===== src/rtl/usb_protocol_controller.sv =====
// usb_protocol_controller: sequences the shared endpoint buffer between USB RX, USB TX and the AHB slave
module usb_protocol_controller #(
    parameter int TIMEOUT   = 200,
    parameter int TIMEOUT_W = 8
) (
    input  logic       clk,
    input  logic       rst,
    input  logic       rx_packet_valid,
    input  logic [2:0] rx_packet,
    input  logic       rx_data_done,
    input  logic       rx_packet_error,
    input  logic       tx_done,
    input  logic [6:0] buffer_occupancy,
    input  logic [6:0] tx_packet_data_size,
    input  logic       buffer_reserved,
    output logic       rx_data_ready,
    output logic       rx_transfer_active,
    output logic       rx_error,
    output logic       tx_transfer_active,
    output logic       tx_error,
    output logic       clear,
    output logic       tx_start,
    output logic [2:0] tx_packet
);
    typedef enum logic [3:0] {IDLE, RX_WAIT, RX_DATA, RX_ACK, RX_NAK, RX_ERR, TX_DATA, TX_WAIT, TX_NAK} state_t;
    localparam logic [2:0] PID_OUT = 3'd1, PID_IN = 3'd2, PID_DATA = 3'd3, PID_ACK = 3'd4;
    localparam logic [2:0] TXP_NONE = 3'd0, TXP_DATA0 = 3'd1, TXP_DATA1 = 3'd2, TXP_ACK = 3'd3, TXP_NAK = 3'd4;
    state_t state, next;
    logic [TIMEOUT_W-1:0] cnt;
    logic toggle;
    logic timeout, out_ok, in_ok, is_out, is_in;
    assign timeout = cnt == TIMEOUT_W'(TIMEOUT - 1);
    assign is_out  = rx_packet_valid && rx_packet == PID_OUT;
    assign is_in   = rx_packet_valid && rx_packet == PID_IN;
    assign out_ok  = !buffer_reserved && buffer_occupancy == 7'd0;
    assign in_ok   = tx_packet_data_size != 7'd0 && buffer_occupancy == tx_packet_data_size && !buffer_reserved;
    assign rx_transfer_active = state inside {RX_WAIT, RX_DATA, RX_ACK};
    assign tx_transfer_active = state inside {TX_DATA, TX_WAIT};
    assign tx_packet = state == RX_ACK ? TXP_ACK :
                       state inside {RX_NAK, TX_NAK} ? TXP_NAK :
                       state == TX_DATA ? (toggle ? TXP_DATA1 : TXP_DATA0) : TXP_NONE;
    // next-state decode and the combinational clear pulse
    always_comb begin
        next  = state;
        clear = 1'b0;
        case (state)
            IDLE: begin
                if (is_out) begin
                    next  = out_ok ? RX_WAIT : RX_NAK;
                    clear = out_ok;
                end else if (is_in) next = in_ok ? TX_DATA : TX_NAK;
            end
            RX_WAIT: begin
                if (rx_packet_valid) next = rx_packet == PID_DATA ? RX_DATA : RX_ERR;
                else if (timeout) next = RX_ERR;
            end
            RX_DATA: next = rx_packet_error ? RX_ERR : rx_data_done ? RX_ACK : RX_DATA;
            RX_ACK, RX_NAK, TX_NAK: next = tx_done ? IDLE : state;
            RX_ERR: begin
                next  = IDLE;
                clear = 1'b1;
            end
            TX_DATA: next = tx_done ? TX_WAIT : TX_DATA;
            TX_WAIT: begin
                if (rx_packet_valid) begin
                    next  = IDLE;
                    clear = rx_packet == PID_ACK;
                end else if (timeout) next = IDLE;
            end
            default: next = IDLE;
        endcase
    end
    // state, timeout counter, data toggle and sticky status flags
    always_ff @(posedge clk) begin
        if (rst) begin
            state         <= IDLE;
            cnt           <= '0;
            toggle        <= 1'b0;
            tx_start      <= 1'b0;
            rx_data_ready <= 1'b0;
            rx_error      <= 1'b0;
            tx_error      <= 1'b0;
        end else begin
            state    <= next;
            cnt      <= next != state ? '0 : &cnt ? cnt : cnt + 1'b1;
            tx_start <= next != state && next inside {RX_ACK, RX_NAK, TX_DATA, TX_NAK};
            if (state == IDLE && buffer_occupancy == 7'd0) rx_data_ready <= 1'b0;
            if (state == RX_ACK && tx_done) rx_data_ready <= 1'b1;
            if (state == IDLE && next == RX_WAIT) rx_error <= 1'b0;
            if (state == RX_ERR) rx_error <= 1'b1;
            if (state == TX_WAIT && next == IDLE) tx_error <= !clear;
            if (state == TX_WAIT && clear) toggle <= !toggle;
        end
    end
endmodule


===== config.mk =====
export PLATFORM = sky130hd
export DESIGN_NAME = usb_protocol_controller
export DESIGN_NICKNAME = d
export VERILOG_FILES = /design/src/rtl/usb_protocol_controller.sv
export SDC_FILE = /design/constraint.sdc
export NUM_CORES = 1
export LEC_CHECK = 0
export ABC_CLOCK_PERIOD_IN_PS = 2250
export BUFFER_PORTS_ARGS = -buffer_cell sky130_fd_sc_hd__buf_2
export CAP_MARGIN = 20
export CORE_MARGIN = 10
export CORE_UTILIZATION = 50
export CTS_BUF_LIST = sky130_fd_sc_hd__clkbuf_8
export DETAILED_ROUTE_END_ITERATION = 8
export GPL_TIMING_DRIVEN = 0
export PLACE_DENSITY = 0.8
export SYNTH_ARGS = -nofsm -noshare
export SYNTH_HDL_FRONTEND = slang
export SYNTH_SLANG_ARGS = --single-unit

===== constraint.sdc =====
create_clock -name clk -period 2.25 [get_ports clk]
set_input_delay 0.225 -clock clk [delete_from_list [all_inputs] [get_ports clk]]
set_output_delay 0.225 -clock clk [all_outputs]
set_load 0.05 [all_outputs]

# Word-level counts from Yosys, hierarchy flattened
# Index checks and enable logic that the tools add are counted.
word_totals:
  register_bits: 17
  inputBits: 24
  output_inout_bits: 10
  elab_cells: 80
classes:
  n_addsub: 1
  eq_ne: 20
  muxes: 25
  n_reduce_logical: 27
op_table:
  columns: ["op", "n"]
  rows:
  - ["4-bit two-way mux", 8]
  - ["4-bit by 3-bit equality test with 1-bit output (second input constant)", 6]
  - ["4-bit one-hot mux with 6 select lines", 1]
  - ["3-bit two-way mux", 5]
  - ["4-bit by 2-bit equality test with 1-bit output (second input constant)", 3]
  - ["1-bit logical AND", 11]
  - ["8-bit by 1-bit adder with 8-bit output (second input constant)", 1]
  - ["4-bit by 1-bit equality test with 1-bit output (second input constant)", 2]
  - ["4-bit equality test (second input constant)", 2]
  - ["8-bit equality test (second input constant)", 1]
  - ["4-bit logical NOT", 2]
  - ["1-bit two-way mux", 8]
  - ["8-bit AND reduction", 1]
  - ["2-bit nonzero test", 4]
  - ["7-bit equality test", 1]
  - ["7-bit logical NOT", 1]
  - ["7-bit nonzero test", 1]
  - ["3-bit by 2-bit equality test with 1-bit output (second input constant)", 2]
  - ["2-bit two-way mux", 2]
  - ["4-bit inequality test", 1]
  - ["4-bit nonzero test", 1]
  - ["3-bit by 1-bit equality test with 1-bit output (second input constant)", 1]
  - ["3-bit equality test (second input constant)", 1]
  - ["1-bit logical NOT", 3]
  - ["4 further kinds", 4]

# Depth between registers and ports, before layout
depth:
  depth_word: 11
  depth_mapped: 7
  mapped_depth_nobuf: 7

# Worst setup path after synthesis
# OpenSTA, ideal clock, no wires.
synth_timing:
  path_kind: "flip-flop to output port"
  from: "register state[2]"
  to: "output port tx_packet[0]"
  t_arrival_ns: 1.911
  required_time_ns: 2.025
  setup_slack_ns: 0.114
  path_stages_with_launch: 5
  n_path_buf: 1
  cell_sequence: "dfxtp_1 -> clkbuf_1 -> inv_1 -> or3_1 -> a21oi_1"
synth_via:
  elab_chain_len: 4
  elab_cells_between_ends: 8
  cone_classes: "4 x eq/ne; 3 x mux; 1 x reduce/logical"
synth_lines:
  columns: ["element", "line", "source"]
  rows:
  - ["from (decl)", "28", "state_t state, next;"]
  - ["from (signal assigned)", "84", "state <= next;"]
  - ["4-bit by 3-bit equality test with 1-bit output (tied with other cells)", "41", "state == TX_DATA ? (toggle ? TXP_DATA1 : TXP_DATA0) : TXP_NONE;"]
  - ["2-bit two-way mux or 2-bit nonzero test (tied branches)", "41, 40", null]
  - ["3-bit two-way mux", "40", "state inside {RX_NAK, TX_NAK} ? TXP_NAK :"]
  - ["3-bit two-way mux (*)", "39", "assign tx_packet = state == RX_ACK ? TXP_ACK :"]
  - ["to (decl)", "23", "output logic [2:0] tx_packet"]
# Every way passes the cells marked *; elsewhere a longest branch is shown, timed or not.

# Worst setup path after layout
layout_timing:
  from: "register cnt[0]"
  to: "register tx_start"
layout_via:
  elab_chain_len: 7
  elab_cells_between_ends: 13
  cone_classes: "6 x eq/ne; 5 x mux; 2 x reduce/logical"
layout_lines:
  columns: ["element", "line", "source"]
  rows:
  - ["from (decl)", "29", "logic [TIMEOUT_W-1:0] cnt;"]
  - ["from (signal assigned)", "85", "cnt <= next != state ? '0 : &cnt ? cnt : cnt + 1'b1;"]
  - ["8-bit equality test (*)", "32", "assign timeout = cnt == TIMEOUT_W'(TIMEOUT - 1);"]
  - ["4-bit two-way mux (on tied branches)", "68, 55", null]
  - ["4-bit two-way mux (on tied branches)", "65, 54", null]
  - ["4-bit one-hot mux with 6 select lines (*)", "46", "case (state)"]
  - ["4-bit by 2-bit equality test with 1-bit output (tied with other cells)", "86", "tx_start <= next != state && next inside {RX_ACK, RX_NAK, TX_DATA, TX_NAK};"]
  - ["4-bit nonzero test", "86", null]
  - ["1-bit logical AND (*)", "86", null]
  - ["to (signal assigned)", "86", null]
  - ["to (decl)", "22", "output logic tx_start,"]
# Marked as above.
# A chain may end at the register's enable or synchronous reset.

==> reports/results.ini <==
[floorplanning]
die_area_sq_mm = 0.00496
fp.coreArea_sq_mm = 0.00245
die-height_microns = 70.4
start_util = 0.518
die_w_microns = 70.4
io_pins = 34
num_rows = 18

[clock_tree]
clkLatencyLatePin_ns = 0.25
cts_tree = done
h-tree-depth = 1
numCtsBuffers = 3
cts.path.max_buffers = 2
clk_pin_slew_ns = 0.06
cts_num_sinks = 17
root_buffer = clkbuf_8
postCtsSetupRepairBufs = 0

[placed_design]
place_congestion = 0.980
dp_slack_ns = 0.208
dp_cells = 224
dp_hpwl_mm = 2.84
portBuffers = 32

[global_routing]
grt_pass1_vias = 1354
grt_max_degree = 11
grt_usage = 0.139
grt_overflow_total = 0
antenna_found_initial = 0
grt_pass1_wl_mm = 5.92

[power_and_ir_drop]
seqPwrFrac = 0.463
p_leak_nw = 0.639
combPwrFrac = 0.213
internal_power_mw = 0.490
p_per_area_mw_per_mm2 = 455
clock_power_share = 0.324
p_switching_mw = 0.200
ir_drop_mv = 0.401
p_total_mw = 0.690
swShare = 0.290

[finish]
seq_area_sq_um = 340
drive_above_1_share = 0.273
final_nets = 224
antenna_cells = 0
fillers = 220
multi_input_area_sq_um = 883
final_core_util = 0.618
synthToLayoutAreaGrowth_pct = 19.3
fin_cells = 228

[yosys]
synth-async-reset-ratio = 0
syn_inst = 162
netlist_top_cells_area = dfxtp_1, xor2_1, nor2_1
synth_cell_types = 48
ys.flop_type = dfxtp_1
yosysSeqAreaShare = 0.268
synth_edf_count = 0
synthTopCellsByCount = nor2_1, dfxtp_1, nand3_1, nor3_1
syn-cell-area_sq_mm = 0.00127
synth_most_common_cell = nor2_1
yosys.area.top_type_share = 0.268
syn_area_per_cell_sq_um = 7.85
syn-num-nets = 187
yosys_warnings = 0
synth.largest_area_cell = dfxtp_1
ys_ff_latch = 17

[critical_path]
path_depth = 7
crit_chain = ha_1 -> nand4_1 -> o211ai_1 -> o41a_1 -> and3_4 -> nor3b_2 -> o211a_1
cpPeakStageDelay_ns = 0.37
worst-path-buf-inv = 0
rr_worst_depth = 7
criticalPathCategory = reg -> reg
arrival_ns = 2.22
crit_family = compound AO/OA/AOI/OAI gates
critPathSlowestCell = dfxtp_1
cp.required_ns = 2.39
cp_max_fo = 6
start_kind = register
endpoint_kind = register

[sta]
fin_skew_ns = 0.00481
setup_slack_ns = 0.169
timing.final.crit_period_ns = 2.08
tightest_slew_ns = 0.645
setup_viol_count_final = 0
max_freq_mhz = 480
final.setup.tns_ns = 0
slew_viol_final = 0
max-slew-margin-rel = 0.566
fin_crit_sh = 0.925
rsz0062_at_grt = no
final_hold_viol_count = 0

[detailed_routing]
drt_wl_total_mm = 3.52
viasPerCell = 6.02
via_count = 1373
drtAntennaViolNets = 0
first_pass_iters = 4
remaining_drc_errors = 0
wl_per_cell_microns = 15.4
first_iter_violations = 182

[min_path]
holdCritPathClass = in -> reg
whs_path_depth = 3

[job]
drv_cap = 0

[status]
status = finished, final reports clean

## power by group through the flow
stage	registers (mW)	logic, mW	clock network (mW)
6_report	0.319	0.147	0.224
5_1_grt	0.321	0.163	0.242
4_1_cts	0.319	0.146	0.231
3_5_place_dp	0.326	0.145	0
3_3_place_gp	0.325	0.139	0
2_1_floorplan	0.325	0.0928	0
## final timing paths
| kind | startpoint | to | slack (ns) |
|---|---|---|---|
| max | cnt[0] | tx_start | 0.17 |
| min | tx_done | rx_data_ready | 0.35 |
| max reg2reg | cnt[0] | tx_start | 0.17 |
| min reg2reg | rx_data_ready | rx_data_ready | 0.45 |
## registers in the layout (all words and copies together), names as in the netlist
name,count
cnt,8
rx_data_ready,1
rx_error,1
state,4
toggle,1
tx_error,1
tx_start,1
## stage by stage
stage	area, sq um	hold slack (ns)
4_1_cts	1520	0.329
3_5_place_dp	1470	0.444
5_1_grt	1520	0.361
2_1_floorplan	1270	0.399
3_3_place_gp	1470	0.443
6_report	1520	0.348
## worst min-delay path: stages
cell and delay [ns]:
buf_2 0.13, nand4_1 0.12, a21oi_1 0.07
## what timing repair did
| action | in CTS | in global routing |
|---|---|---|
| resized for setup | 0 | 2 |
| hold buffers | 0 | 0 |
| setup endpoints to repair | 0 | 1 |
## layout by cell type, fill, tap and decap left out, types with 3 or more instances in the layout
| cell | n |
|---|---|
| nand3_1 | 11 |
| clkbuf_8 | 3 |
| buf_2 | 34 |
| inv_1 | 4 |
| nand4_1 | 3 |
| nand2b_1 | 4 |
| and3_1 | 4 |
| nor2b_1 | 4 |
| nor4_2 | 3 |
| nor3_1 | 11 |
| dfxtp_1 | 17 |
| nor2_1 | 18 |
| a31oi_1 | 6 |
| o21ai_0 | 6 |
| xor2_1 | 8 |
| a21oi_1 | 10 |
| nor4_1 | 3 |
| nand2_1 | 10 |
## layer usage
metal | GRT usage | routed length, microns
met2 | 0.265 | 1850
met1 | 0.138 | 1380
met3 | 0.0325 | 218
met5 | 0 | 0
met4 | 0.0570 | 68
## area by class of cell
type | count | area share
plain buffers | 6 | 0.0198
repair buffers | 32 | 0.106
clock buffers | 3 | 0.0272
multi-input cells | 134 | 0.583
well taps | 30 | 0.0248
flip-flops and latches | 17 | 0.224
inverters | 5 | 0.0124
clock inverters | 1 | 0.00330
## cells by family (layout without fill, tap and decap cells)
| logic type | Yosys count | in the layout | synth area share |
|---|---|---|---|
| compound gates | 39 | 39 | 0.223 |
| xor+xnor | 10 | 10 | 0.0689 |
| fa+ha+maj | 1 | 1 | 0.00984 |
| buf+inv | 11 | 47 | 0.0374 |
| flops | 17 | 17 | 0.268 |
| mux | 1 | 1 | 0.00787 |
| simple gates | 83 | 83 | 0.385 |
(Power assumes the default switching activity.)
